[config.mk]
export PLATFORM = sky130hd
export DESIGN_NAME = div_dispatch
export DESIGN_NICKNAME = d
export VERILOG_FILES = /design/src/rtl/div_pkg.sv /design/src/rtl/div_dispatch_fifo.sv /design/src/rtl/div_dispatch.sv
export SDC_FILE = /design/constraint.sdc
export NUM_CORES = 1
export LEC_CHECK = 0
export BUFFER_PORTS_ARGS = -buffer_cell sky130_fd_sc_hd__buf_2
export CORE_AREA = 3 3 116 118
export CTS_BUF_LIST = sky130_fd_sc_hd__clkbuf_4 sky130_fd_sc_hd__clkbuf_8 sky130_fd_sc_hd__clkbuf_16
export CTS_CLUSTER_DIAMETER = 30
export DETAILED_ROUTE_END_ITERATION = 12
export DIE_AREA = 0 0 119 121
export HOLD_SLACK_MARGIN = 0.08
export SKIP_LAST_GASP = 1
export SLEW_MARGIN = 20
export SYNTH_ARGS = -nofsm -noshare
export SYNTH_HDL_FRONTEND = slang
export SYNTH_SLANG_ARGS = --single-unit
[constraint.sdc]
create_clock -name clk -period 2.1 [get_ports clk]
set_input_delay 0.21 -clock clk [delete_from_list [all_inputs] [get_ports clk]]
set_output_delay 0.21 -clock clk [all_outputs]
set_load 0.02 [all_outputs]
[src/rtl/div_pkg.sv]
// div_pkg: shared types and widths for the divider dispatch front-end.
// Holds the dispatch FSM state enum, the request/result structs and the
// default operand widths of the 10-by-5 divider.
package div_pkg;

    localparam int DIV_DW = 10;
    localparam int DIV_VW = 5;

    typedef enum logic [2:0] {
        ST_IDLE,
        ST_ISSUE,
        ST_WAIT_BUSY,
        ST_WAIT_DONE,
        ST_HOLD
    } div_disp_state_t;

    typedef struct packed {
        logic [DIV_DW-1:0] dividend;
        logic [DIV_VW-1:0] divisor;
    } div_req_t;

    typedef struct packed {
        logic [DIV_VW-1:0] q;
        logic [DIV_VW-1:0] r;
        logic              ov;
        logic              dbz;
    } div_res_t;

endpackage

[src/rtl/div_dispatch_fifo.sv]
// div_dispatch_fifo: synchronous request FIFO, DEPTH entries of W bits.
// Ports: push_i/push_dat_i write, pop_i consumes head shown on pop_dat_o,
// full_o/empty_o status. Zero-latency head read; push+pop at full is legal.
module div_dispatch_fifo #(
    parameter int DEPTH = 4,
    parameter int W     = 15
) (
    input  logic         clk,
    input  logic         rst,
    input  logic         push_i,
    input  logic [W-1:0] push_dat_i,
    input  logic         pop_i,
    output logic [W-1:0] pop_dat_o,
    output logic         full_o,
    output logic         empty_o
);
    localparam int AW = $clog2(DEPTH);

    logic [W-1:0]  mem_q [DEPTH];
    logic [AW-1:0] wr_q, rd_q;
    logic [AW:0]   cnt_q;
    logic          do_push, do_pop;

    assign full_o    = (cnt_q == (AW+1)'(DEPTH));
    assign empty_o   = (cnt_q == '0);
    assign pop_dat_o = mem_q[rd_q];

    // A push while full is only taken when the head leaves in the same
    // cycle; the write lands in the slot being vacated.
    assign do_push = push_i && (!full_o || pop_i);
    assign do_pop  = pop_i && !empty_o;

    always_ff @(posedge clk) begin
        if (rst) begin
            wr_q  <= '0;
            rd_q  <= '0;
            cnt_q <= '0;
        end else begin
            if (do_push) wr_q <= wr_q + {{(AW-1){1'b0}}, 1'b1};
            if (do_pop)  rd_q <= rd_q + {{(AW-1){1'b0}}, 1'b1};
            cnt_q <= cnt_q + {{AW{1'b0}}, do_push} - {{AW{1'b0}}, do_pop};
        end
    end

    always_ff @(posedge clk) begin
        if (do_push) mem_q[wr_q] <= push_dat_i;
    end

endmodule

[src/rtl/div_dispatch.sv]
// div_dispatch: queues divide requests and sequences the divider one at a time.
// Ports: in_* request (valid/ready), div_* divider handshake, out_* result (valid/ready).
// Optional macro DIV_DISPATCH_ZERO_BYPASS_EN answers zero divisors without the divider.
module div_dispatch
    import div_pkg::*;
#(
    parameter int DEPTH = 4,
    parameter int DW    = DIV_DW,
    parameter int VW    = DIV_VW
) (
    input  logic          clk,
    input  logic          rst,
    input  logic          in_valid,
    output logic          in_ready,
    input  logic [DW-1:0] in_dividend,
    input  logic [VW-1:0] in_divisor,
    output logic          div_start,
    output logic [DW-1:0] div_dividend,
    output logic [VW-1:0] div_divider,
    input  logic          div_ready,
    input  logic [VW-1:0] div_q,
    input  logic [VW-1:0] div_r,
    input  logic          div_ov,
    input  logic          div_dbz,
    output logic          out_valid,
    input  logic          out_ready,
    output logic [VW-1:0] out_q,
    output logic [VW-1:0] out_r,
    output logic          out_ov,
    output logic          out_dbz
);
    localparam int EW = DW + VW;

    div_disp_state_t state_q, state_d;

    logic [EW-1:0] head;
    logic          fifo_full, fifo_empty, fifo_push, fifo_pop;
    logic          load_op, cap_res;
    logic [DW-1:0] opa_q;
    logic [VW-1:0] opb_q, q_q, r_q;
    logic          ov_q, dbz_q;
`ifdef DIV_DISPATCH_ZERO_BYPASS_EN
    logic          bypass;
`endif

    assign in_ready  = !fifo_full;
    assign fifo_push = in_valid && in_ready;

    div_dispatch_fifo #(.DEPTH(DEPTH), .W(EW)) u_fifo (
        .clk        (clk),
        .rst        (rst),
        .push_i     (fifo_push),
        .push_dat_i ({in_dividend, in_divisor}),
        .pop_i      (fifo_pop),
        .pop_dat_o  (head),
        .full_o     (fifo_full),
        .empty_o    (fifo_empty)
    );

    always_comb begin
        state_d  = state_q;
        fifo_pop = 1'b0;
        load_op  = 1'b0;
        cap_res  = 1'b0;
`ifdef DIV_DISPATCH_ZERO_BYPASS_EN
        bypass   = 1'b0;
`endif
        case (state_q)
            ST_IDLE: begin
                if (!fifo_empty) begin
`ifdef DIV_DISPATCH_ZERO_BYPASS_EN
                    // Zero divisors never touch the divider, so they need not wait for it.
                    if (head[VW-1:0] == '0) begin
                        fifo_pop = 1'b1;
                        bypass   = 1'b1;
                        state_d  = ST_HOLD;
                    end else
`endif
                    if (div_ready) begin
                        fifo_pop = 1'b1;
                        load_op  = 1'b1;
                        state_d  = ST_ISSUE;
                    end
                end
            end
            ST_ISSUE:     state_d = ST_WAIT_BUSY;
            // Waiting for busy first keeps the stale ready-high of the previous
            // result from being mistaken for completion of this one.
            ST_WAIT_BUSY: if (!div_ready) state_d = ST_WAIT_DONE;
            ST_WAIT_DONE: begin
                if (div_ready) begin
                    cap_res = 1'b1;
                    state_d = ST_HOLD;
                end
            end
            ST_HOLD:      if (out_ready) state_d = ST_IDLE;
            default:      state_d = ST_IDLE;
        endcase
    end

    always_ff @(posedge clk) begin
        if (rst) begin
            state_q <= ST_IDLE;
            opa_q   <= '0;
            opb_q   <= '0;
            q_q     <= '0;
            r_q     <= '0;
            ov_q    <= 1'b0;
            dbz_q   <= 1'b0;
        end else begin
            state_q <= state_d;
            if (load_op) {opa_q, opb_q} <= head;
            if (cap_res) begin
                q_q   <= div_q;
                r_q   <= div_r;
                ov_q  <= div_ov;
                dbz_q <= div_dbz;
            end
`ifdef DIV_DISPATCH_ZERO_BYPASS_EN
            else if (bypass) begin
                q_q   <= '0;
                r_q   <= '0;
                ov_q  <= 1'b0;
                dbz_q <= 1'b1;
            end
`endif
        end
    end

    // Reset masks start combinationally so an abort never launches a divide.
    assign div_start    = (state_q == ST_ISSUE) && !rst;
    assign div_dividend = opa_q;
    assign div_divider  = opb_q;
    assign out_valid    = (state_q == ST_HOLD);
    assign out_q        = q_q;
    assign out_r        = r_q;
    assign out_ov       = ov_q;
    assign out_dbz      = dbz_q;

endmodule

==> run metrics <==
sw frac=30.10%; count leader, synth=edfxtp_1; Cells after DPL=496; number of synthesized register bits=97; CTS Buf Count=9; via/cell ratio=4.473; CTS tree=built; RSZ-0062 raised after global routing=yes; period utilization=97.81%; initial antenna violation count=0; mux cell area share after synthesis=9.073%; Sink Count=97; maximum capacitance violations=0; Syn Inst Count=267; crit start category=flip-flop; total track usage=11.13%; drt pass-1 iters=5; routed vias=2353; internal power=3676 uW; Synth Flop Type=edfxtp_1; total core area=12570 um2; Least-Margin Pin Slew=0.7492 ns; share of layout cells above drive strength 1=33.90%; largest family of logic cells by synthesized area=simple AND/OR/NAND/NOR gates; grt ovf=0; Post-Synth XOR/XNOR Area=0.4704%; EDFF count, synth=60; final worst path period need=2.054 ns; CP Data Arrival Time=2.27 ns; register area share after synthesis=68.28%; clk root buf=clkbuf_16; area of the die=14400 um2; fmax=0.4868 GHz; Setup CP Type=reg2reg; clock latency on the worst-skew pair=0.35 ns; Async SR Flop Fraction=0%; Non-Filler Instances=526; clock-pin slew on the worst setup and hold paths=0.07 ns; largest net degree at the start of global routing=40; die height=121 um; top-area cell type share of the netlist area=48.39%; run status=completed; worst path required time=2.32 ns; area leader, netlist=edfxtp_1; pwr/cell area=1106 nW/um2; hold path cells=1; Layout area overhead=27.65%; antenna-violating nets left=0; Leakage=0.001733 uW; Commonest cells post-synth=edfxtp_1, dfxtp_1, a21oi_1; CTS max path bufs=2; Logic pwr share=25.5%; Post-Syn Nets=306; fin nets=388; max-slew violation count=0; first-iteration detailed-routing DRC count=150; sequential power share=44.7%; Die Wd=119 um; crit path max fanout=2; buffers added on ports=61; Setup TNS Final=0 ns; synth unique cells=32; peak supply drop=0.4685 mV; IO Pins=62; Mapped Area=3724 um2; Synth Area in Compound Gates=7.224%; vias in the first global route=2360; Slew headroom=50.05%; HPWL Detailed=5.016 mm; Worst R2R Path Depth=7; CTS H-tree lvls=3; top cells by area, synth=edfxtp_1, dfxtp_1, mux4_2; gpl congestion=0.6766; Yosys warning total=0; drt total wl=7.632 mm; mean post-synth cell area=13.95 um2; # DRC=0; first-pass GRT wire length=12.32 mm; power share of the clock group=29.8%; initial core utilization=29.63%; fill cell count=1208; Crit. End Element=flip-flop; row count=41; simple-gate portion of the synthesized area=9.308%; ant diodes=0; Synth Area in Adders=2.554%; Clock Skew=0.008148 ns; min-delay worst type=in2reg; P_sw=1583 uW; Final Hold Viols=0; final setup violation count=0; drt wl/cell=14.51 um
==> logic make-up after synthesis <==
logic type,after synthesis
AND/OR/NAND/NOR,67
flip-flops,97
XOR/XNOR,2
multiplexers,15
adder cells (fa/ha/maj),7
AO/OA/AOI/OAI,52
buffers and inverters,27
==> worst paths after layout <==
kind,slack (ns),to,from
hold reg to reg,0.45,out_r[2],out_r[2]
setup / recovery,0.05,u_fifo.cnt_q[1],state_q[0]
hold / removal,0.09,u_fifo.mem_q[1][1],in_divisor[1]
setup reg to reg,0.05,u_fifo.cnt_q[1],state_q[0]
==> stage by stage <==
step	setup slack, ns	util, %	hold slack (ns)	area (um2)	total power (uW)
finish	0.04589	37.82	0.09366	4753	5258
floorplan	-0.09298	-	0.3089	3742	3216
CTS	0.008626	37.69	0.08021	4737	5322
detailed placement	-0.04493	34.16	0.4301	4293	3654
global placement	0.005327	34.16	0.4222	4293	3618
global route	-0.02110	37.82	0.08938	4753	5551
==> cell type report <==
type	count	area, um2	area share [%]
Tap cell	172	215.2	4.527
Clock inverter	7	63.81	1.342
Sequential cell	97	2545	53.54
Inverter	9	33.78	0.7107
Multi-Input combinational cell	143	1115	23.45
Clock buffer	9	225.2	4.738
Timing Repair Buffer	89	555.5	11.69
==> per-layer routing <==
layer  track usage [%]  up-vias  wire [um]
met4             4.127        0         40
met2             18.83       58       3827
met5                 0        -          0
met3             3.217        7        391
li1                  -     1155          -
met1             13.51     1133       3373
==> flip-flops by register name, indices dropped and copies added (netlist names), 3 cells and up <==
| signal | flops |
|---|---|
| u_fifo.mem_q | 60 |
| div_dividend | 10 |
| state_q | 3 |
| out_q | 5 |
| out_r | 5 |
| div_divider | 5 |
| u_fifo.cnt_q | 3 |
==> critical path, stage by stage (launching register included) <==
cell,delay [ns]
dfxtp_2,0.32
or4b_4,0.56
nor2_4,0.13
ha_4,0.21
inv_2,0.06
ha_4,0.12
fa_1,0.40
nor2b_4,0.13
==> power groups by stage <==
stage          registers, uW  clock network [uW]  logic, uW
2_1_floorplan           2460                   0        760
3_3_place_gp            2380                   0       1240
3_5_place_dp            2390                   0       1260
4_1_cts                 2350                1630       1350
5_1_grt                 2370                1690       1490
6_report                2350                1570       1340
==> placed cells by master, fill, tap and decap left out, types with 2 or more instances in the layout <==
cell type | netlist | layout
nor2_1 | 5 | 4
inv_1 | 9 | 8
a21oi_1 | 31 | 31
o21ai_0 | 16 | 16
clkinv_4 | 0 | 2
clkbuf_16 | 0 | 9
dfxtp_2 | 0 | 2
nand2_1 | 24 | 24
dlygate4sd3_1 | 0 | 11
and3_1 | 5 | 5
mux4_2 | 15 | 15
xnor2_1 | 2 | 2
buf_2 | 5 | 61
nor2b_1 | 3 | 2
buf_4 | 0 | 16
or3_1 | 2 | 2
ha_4 | 0 | 2
nand3_1 | 17 | 17
edfxtp_1 | 60 | 60
o21ai_1 | 2 | 2
ha_1 | 6 | 4
inv_8 | 0 | 3
dfxtp_1 | 37 | 35
==> repair_timing <==
item,4_1_cts,5_1_grt
buffers inserted,2,1
pin swaps,4,3
cloned,0,0
setup endpoints to repair,2,2
hold endpoints to repair,44,0
hold buffers,11,0
resized for setup,6,3
(Power assumes the default switching activity.)
